**src/rtl/div_iter_ctrl.sv**
```systemverilog
// Sequencing controller for an iterative radix-2 restoring divider (DIV/DIVU/REM/REMU).
// One quotient bit per cycle, RISC-V sign fix-up and special cases, result held until accepted.
module div_iter_ctrl #(
  parameter int XLEN  = 32,
  parameter int TAG_W = 5
) (
  input  logic             clk,
  input  logic             rst,
  input  logic             req_valid,
  output logic             req_ready,
  input  logic [1:0]       req_op,
  input  logic [XLEN-1:0]  req_a,
  input  logic [XLEN-1:0]  req_b,
  input  logic [TAG_W-1:0] req_tag,
  input  logic             flush,
  output logic             resp_valid,
  input  logic             resp_ready,
  output logic [XLEN-1:0]  resp_data,
  output logic [TAG_W-1:0] resp_tag,
  output logic             busy
);

  // Handshake: a request transfers on a clock edge where req_valid && req_ready,
  // a response transfers where resp_valid && resp_ready; flush overrides both.

  localparam int CNT_W = (XLEN > 1) ? $clog2(XLEN) : 1;

  typedef enum logic [1:0] {
    IDLE  = 2'd0,
    CALC  = 2'd1,
    FIXUP = 2'd2,
    DONE  = 2'd3
  } state_t;

  state_t state;
  state_t state_next;

  logic             sel_rem_q;
  logic [TAG_W-1:0] tag_q;
  logic             neg_quot_q;
  logic             neg_rem_q;
  logic [XLEN-1:0]  quot_q;
  logic [XLEN-1:0]  rem_q;
  logic [XLEN-1:0]  divisor_q;
  logic [CNT_W-1:0] cnt_q;

  logic            accept;
  logic            req_signed;
  logic            a_neg;
  logic            b_neg;
  logic            div_by_zero;
  logic            overflow;
  logic [XLEN-1:0] abs_a;
  logic [XLEN-1:0] abs_b;
  logic [XLEN:0]   rem_shift;
  logic [XLEN:0]   diff;

  always_comb begin
    req_signed  = !req_op[0];
    a_neg       = req_signed && req_a[XLEN-1];
    b_neg       = req_signed && req_b[XLEN-1];
    div_by_zero = (req_b == '0);
    overflow    = req_signed && (req_a == {1'b1, {(XLEN-1){1'b0}}}) && (req_b == '1);
    abs_a       = a_neg ? (-req_a) : req_a;
    abs_b       = b_neg ? (-req_b) : req_b;
    accept      = req_valid && req_ready;
  end

  // Partial remainder stays below the divisor, so the shifted value fits in XLEN+1 bits.
  always_comb begin
    rem_shift = {rem_q, quot_q[XLEN-1]};
    diff      = rem_shift - {1'b0, divisor_q};
  end

  always_comb begin
    state_next = state;
    case (state)
      IDLE: begin
        if (accept) begin
          if (div_by_zero || overflow) state_next = DONE;
          else                         state_next = CALC;
        end
      end
      CALC:    if (cnt_q == '0) state_next = FIXUP;
      FIXUP:   state_next = DONE;
      DONE:    if (resp_ready) state_next = IDLE;
      default: state_next = IDLE;
    endcase
    if (flush) state_next = IDLE;
  end

  always_ff @(posedge clk) begin
    if (rst) begin
      state      <= IDLE;
      sel_rem_q  <= 1'b0;
      tag_q      <= '0;
      neg_quot_q <= 1'b0;
      neg_rem_q  <= 1'b0;
      quot_q     <= '0;
      rem_q      <= '0;
      divisor_q  <= '0;
      cnt_q      <= '0;
    end else begin
      state <= state_next;
      case (state)
        IDLE: begin
          if (accept) begin
            sel_rem_q  <= req_op[1];
            tag_q      <= req_tag;
            neg_quot_q <= a_neg ^ b_neg;
            neg_rem_q  <= a_neg;
            if (div_by_zero) begin
              quot_q <= '1;
              rem_q  <= req_a;
            end else if (overflow) begin
              quot_q <= {1'b1, {(XLEN-1){1'b0}}};
              rem_q  <= '0;
            end else begin
              quot_q    <= abs_a;
              rem_q     <= '0;
              divisor_q <= abs_b;
              cnt_q     <= CNT_W'(XLEN-1);
            end
          end
        end
        CALC: begin
          if (!diff[XLEN]) begin
            rem_q  <= diff[XLEN-1:0];
            quot_q <= {quot_q[XLEN-2:0], 1'b1};
          end else begin
            rem_q  <= rem_shift[XLEN-1:0];
            quot_q <= {quot_q[XLEN-2:0], 1'b0};
          end
          if (cnt_q != '0) cnt_q <= cnt_q - CNT_W'(1);
        end
        FIXUP: begin
          if (neg_quot_q) quot_q <= -quot_q;
          if (neg_rem_q)  rem_q  <= -rem_q;
        end
        default: ;
      endcase
    end
  end

  always_comb begin
    req_ready  = (state == IDLE) && !flush;
    busy       = (state != IDLE);
    resp_valid = (state == DONE);
    resp_data  = (state == DONE) ? (sel_rem_q ? rem_q : quot_q) : '0;
    resp_tag   = tag_q;
  end

endmodule

```
**config.mk**
```make
export PLATFORM = sky130hd
export DESIGN_NAME = div_iter_ctrl
export DESIGN_NICKNAME = d
export VERILOG_FILES = /design/src/rtl/div_iter_ctrl.sv
export SDC_FILE = /design/constraint.sdc
export NUM_CORES = 1
export LEC_CHECK = 0
export ABC_AREA = 1
export BUFFER_PORTS_ARGS = -buffer_cell sky130_fd_sc_hd__buf_2
export CORE_MARGIN = 2
export CORE_UTILIZATION = 48
export DETAILED_ROUTE_END_ITERATION = 8
export GPL_TIMING_DRIVEN = 0
export PLACE_DENSITY_LB_ADDON = 0.15
export SYNTH_ARGS = -nofsm -noshare
export SYNTH_HDL_FRONTEND = slang
export SYNTH_SLANG_ARGS = --single-unit
```
**constraint.sdc**
```tcl
create_clock -name clk -period 6.7 [get_ports clk]
set_input_delay 0.67 -clock clk [delete_from_list [all_inputs] [get_ports clk]]
set_output_delay 0.67 -clock clk [all_outputs]
set_load 0.05 [all_outputs]
```
# After elaboration in Yosys (flattened, before gate mapping)
# Cells that the tools add are included.
# Widths: inputs -> output; s select.
[word_totals]
regBits = 111
inputBits = 76
[op_classes]
n_addsub = 6
eq_ne = 13
mux = 25
bitwise_logic = 3
n_reduce_logical = 23
[ops]
columns = ["op", "n"]
rows = [
  ["$mux 32", 12],
  ["$pmux 32 s3", 2],
  ["$neg 32->32", 4],
  ["$eq 32x32->1 const B", 2],
  ["$sub 33x32->33", 1],
  ["$logic_not 32->1", 1],
  ["$mux 5", 4],
  ["$ne 2x2->1 const B", 7],
  ["$pmux 5 s2", 1],
  ["$reduce_and 3->1", 3],
  ["$mux 2", 4],
  ["$pmux 2 s4", 1],
  ["$logic_and 1x1->1", 6],
  ["$logic_not 5->1", 1],
  ["$reduce_and 5->1", 1],
  ["$reduce_bool 5->1", 1],
  ["$sub 5x1->5 const B", 1],
  ["$eq 2x2->1 const B", 2],
  ["$reduce_and 4->1", 1],
  ["$reduce_bool 2->1", 2],
  ["$reduce_bool 3->1", 1],
  ["$eq 2x1->1 const B", 1],
  ["$logic_not 1->1", 2],
  ["$logic_not 2->1", 1],
  ["7 further kinds", 8],
]

# Logic depth before layout (Yosys ltp)
[depth]
word_depth = 7
ltp_mapped = 20
depth_no_buf = 19

# Least setup slack after synthesis
# Ideal clock, no wire load.
[synth_path]
kind = "reg2out"
startpoint = "reg state[0]"
endpoint = "out resp_data[10]"
arrival_ns = 2.045
required_ns = 6.030
path_slack_ns = 3.985
path_stages_with_launch = 5
n_path_buf = 1
path_cell_list = "dfxtp_1 -> ha_1 -> clkbuf_1 -> o21ai_0 -> a21oi_1"
[synth_between]
elab_chain_len = 2
[synth_rtl]
columns = ["item", "line_no", "source"]
rows = [
  ["from (decl)", "35", "state_t state;"],
  ["from (signal assigned)", "104", "state <= state_next;"],
  ["$eq 2x2->1", "-", ""],
  ["named net resp_valid", "16", "output logic resp_valid,"],
  ["$mux 32", "149", "resp_data = (state == DONE) ? (sel_rem_q ? rem_q : quot_q) : '0;"],
  ["to (decl)", "18", "output logic [XLEN-1:0] resp_data,"],
]
# The timed path passes the listed nets, and every way through them passes these cells.

# Worst setup path in the final report
[layout_path]
startpoint = "reg sel_rem_q"
endpoint = "out resp_data[16]"
[layout_between]
elab_chain_len = 2
[layout_rtl]
columns = ["item", "line_no", "source"]
rows = [
  ["from (decl)", "38", "logic sel_rem_q;"],
  ["from (signal assigned)", "108", "sel_rem_q <= req_op[1];"],
  ["$mux 32 (2 in a row)", "149", ""],
]
# Every way passes these cells.

==> flow_metrics.py <==
metrics = {
    "logic_synthesis": {
        "synth.avg_cell_area_um2": 5.59,
        "syn-cell-area_mm2": 0.0120,
        "yosys_warnings": 0,
        "yosys.cell_types.count": 50,
        "portion_of_the_post_synthesis_area_used_by_sequential_elements_pct": 18.5,
        "synthesis.nets": 2274,
        "synthCells": 2153,
        "ys_seq_elements": 111,
        "synth-async-reset-ratio_pct": 0,
        "synth_edf_count": 0,
        "synth_top_flop_cell": "dfxtp_1",
        "leading_post_synthesis_cells_by_cell_area": "dfxtp_1, nand2_1, a21oi_1",
        "post-synth-top-area-fraction_pct": 18.5,
        "synth_area_leader_cell": "dfxtp_1",
    },
    "run": {
        "maxCapViolations": 0,
    },
    "cells_and_area": {
        "fill_cells": 2667,
        "area_growth_pct": 10.5,
        "finish.net_count": 2399,
        "ff_latch_area_mm2": 0.00222,
        "insertedDiodeCount": 0,
        "final_layout_size_suffix_gt1_share_pct": 9.64,
        "fraction_of_the_core_area_covered_by_cells_at_the_end_of_the_flow_pct": 54.4,
        "multi_input_area_mm2": 0.00833,
    },
    "floorplan": {
        "floorplan.rows": 57,
        "initial_utilization_pct": 49.2,
        "pin_count": 116,
        "dieArea_mm2": 0.0264,
        "fp.dieH_um": 162,
        "floorplan.die.width_um": 162,
        "core_mm2": 0.0245,
    },
    "global_route": {
        "global_route_usage_sum_pct": 37.9,
        "grt_first_pass_wirelength_mm": 76.5,
        "antenna_found_initial": 0,
        "grt_start_max_net_pins": 20,
        "via_count_of_the_first_global_routing_pass": 13500,
        "overflow": 0,
    },
    "worst_hold_path": {
        "hp-class": "flip-flop to flip-flop",
        "hold_end": "divisor_q[3]$_SDFFE_PP0P_",
        "worstHoldStart": "divisor_q[3]$_SDFFE_PP0P_",
        "hold-path-cell-count": 2,
    },
    "cts": {
        "post_cts_buffers": 0,
        "clock_tree.buffer_depth": 2,
        "worstSkewPairLatency_ns": 0.38,
        "clock-root-buffer": "clkbuf_16",
        "cts.reportedPaths.clkPinSlew_ns": 0.08,
        "cts-htree-levels": 3,
        "cts.hold.buffers_added": 0,
        "cts.sinks": 111,
        "cts_resized": 0,
        "cts_inserted_buffers": 9,
        "clock_tree_from_tritoncts": "done",
    },
    "timing": {
        "maxSlewHeadroom_pct": 38.8,
        "setup-tns-final_ns": 0,
        "final_hold_viol_count": 0,
        "hold_ws_ns": 0.461,
        "setup_repair_after_global_routing_missed_its_margin": "no",
        "final.period_utilization_pct": 47.9,
        "max_slew.worst_pin.slew_ns": 0.918,
        "min_period_ns": 3.21,
        "fmax_mhz": 312,
        "timing.final.setup_violations": 0,
        "slew_violations": 0,
        "setup_skew_ns": 0.0136,
    },
    "pwr": {
        "power.density_mw_per_mm2": 163,
        "overall_power_consumption_mw": 2.17,
        "max-vdd-ir-drop_v": 0.000103,
        "p_leak_nw": 6.54,
    },
    "drt": {
        "drc": 0,
        "wl_final_mm": 50.7,
        "drt-wirelength-per-cell_um": 19.5,
        "wl_met2_mm": 20.5,
        "detail_route.vias_per_cell": 5.82,
        "detailedRoute.firstPassIterationCount": 6,
        "vias": 15200,
        "top_layer": "met4",
        "drt.antenna.violating_nets": 0,
        "wl_met1_mm": 22.3,
        "dr.first_iter.drc_count": 1939,
        "routed_wl_met3_mm": 6.24,
    },
    "worst_setup_path": {
        "worst_setup_path_end_kind": "output pin",
        "critical_path_required_ns": 6.03,
        "critical_path_class": "flip-flop to output pin",
        "crit-reg2reg-launch": "quot_q[31]$_SDFFE_PP0P_",
        "arrival_ns": 2.54,
        "reg2regPathDepth": 20,
        "cp-startpoint": "sel_rem_q$_SDFFE_PP0P_",
        "cp_max_fo": 10,
        "cp-start-kind": "flip-flop",
        "ff2ff_setup_slack_ns": 3.57,
        "r2r-end": "rem_q[24]$_SDFFE_PP0P_",
    },
    "status": {
        "status": "completed",
    },
    "placement": {
        "io_buffer_count": 114,
        "globalplace.congestion": 0.985,
        "place_hpwl_mm": 41.5,
    },
}
[power breakdown]
group          internal, mW  switching (mW)  total [mW]
Clock                 0.261           0.296       0.557
Combinational         0.254           0.612       0.867
Sequential            0.699          0.0422       0.741
[stage by stage]
| stage | instance area (um^2) | std cells | worst slack (ns) |
|---|---|---|---|
| 2_1_floorplan | 12000 | 2153 | 3.98 |
| 3_3_place_gp | 13000 | 2591 | 3.66 |
| 3_5_place_dp | 13000 | 2591 | 3.64 |
| 4_1_cts | 13300 | 2607 | 3.61 |
| 5_1_grt | 13300 | 2607 | 3.32 |
| 6_report | 13300 | 2607 | 3.49 |
[routing by layer]
layer	GRT usage [%]	up-vias
met5	0	-
met1	55.5	6896
li1	-	7281
met3	7.69	101
met4	12.8	0
met2	55.0	898
[cells in the final DEF (no fill, tap or decap), types with 11 or more instances in the layout]
cell	n
o21ai_0	145
o21bai_1	13
nand4_1	36
nor2_1	204
buf_2	127
ha_1	44
nor4_1	13
o31ai_1	11
dfxtp_1	111
nand2_1	563
inv_2	13
nand3_1	169
inv_1	281
nor3_1	27
clkbuf_1	67
nor2_2	13
a21oi_1	253
xnor2_1	12
o21ai_1	16
nand2_2	14
xor2_1	55
a31oi_1	11
[state kept, by name (all words and copies together), names as in the netlist]
signal,flops
quot_q,32
neg_rem_q,1
rem_q,32
sel_rem_q,1
state,2
resp_tag,5
divisor_q,32
cnt_q,5
neg_quot_q,1
[worst max-delay path, stage by stage, from the launching register on]
cell	delay, ns
dfxtp_1	0.34
clkbuf_1	0.54
clkbuf_1	0.41
o21ai_0	0.22
a21oi_1	0.33
buf_2	0.33
[cell usage after synthesis (2+ instances only)]
library cell and instances:
nor3_1 27, buf_1 2, o21ai_1 16, nand2_2 14
a21oi_2 6, dfxtp_1 111, inv_2 13, buf_2 13
xor2_1 55, o22ai_1 4, o21bai_1 13, nand2_4 2
buf_6 3, ha_1 44, o31ai_1 11, nor2_4 4
nand2_1 563, o211ai_1 3, o21a_1 2, o21ai_0 145
nor2_2 13, nor2_1 204, nor3b_1 2, xnor2_1 12
nor4_1 13, buf_4 3, nor3_2 3, nand3_2 7
a21oi_1 253, clkbuf_1 66, or2_2 6, nand3b_1 6
a22oi_1 2, inv_1 281, nand4_1 36, a31oi_1 11
nand3_1 169, o221ai_1 3
[worst max-delay path by stage]
stage,end,slack (ns),cells after the start
2_1_floorplan,resp_data[10],3.98,4
3_3_place_gp,rem_q[24]$_SDFFE_PP0P_,3.66,20
3_5_place_dp,rem_q[24]$_SDFFE_PP0P_,3.64,20
4_1_cts,rem_q[24]$_SDFFE_PP0P_,3.61,20
5_1_grt,rem_q[11]$_SDFFE_PP0P_,3.32,20
6_report,resp_data[16],3.49,5
[cell type report]
class | count | share of cell area, %
Timing Repair Buffer | 114 | 4.29
Clock inverter | 6 | 0.414
Inverter | 295 | 8.34
Buffer | 87 | 2.83
Tap cell | 324 | 3.05
Sequential cell | 111 | 16.7
Multi-Input combinational cell | 1660 | 62.6
Clock buffer | 10 | 1.72
[kinds of logic (layout without fill, tap and decap cells)]
| group | after synthesis | after routing | share of synthesized area, % |
|---|---|---|---|
| DFF | 111 | 111 | 18.5 |
| xor gates and xnor gates | 67 | 67 | 4.88 |
| buffers and inverters | 382 | 512 | 12.3 |
| and+or+nand+nor | 1073 | 1073 | 38.5 |
| AOI/OAI and AO/OA | 475 | 475 | 21.1 |
| adders and majority gates | 45 | 45 | 4.74 |
Note: power is estimated with default switching activity, not from simulation.
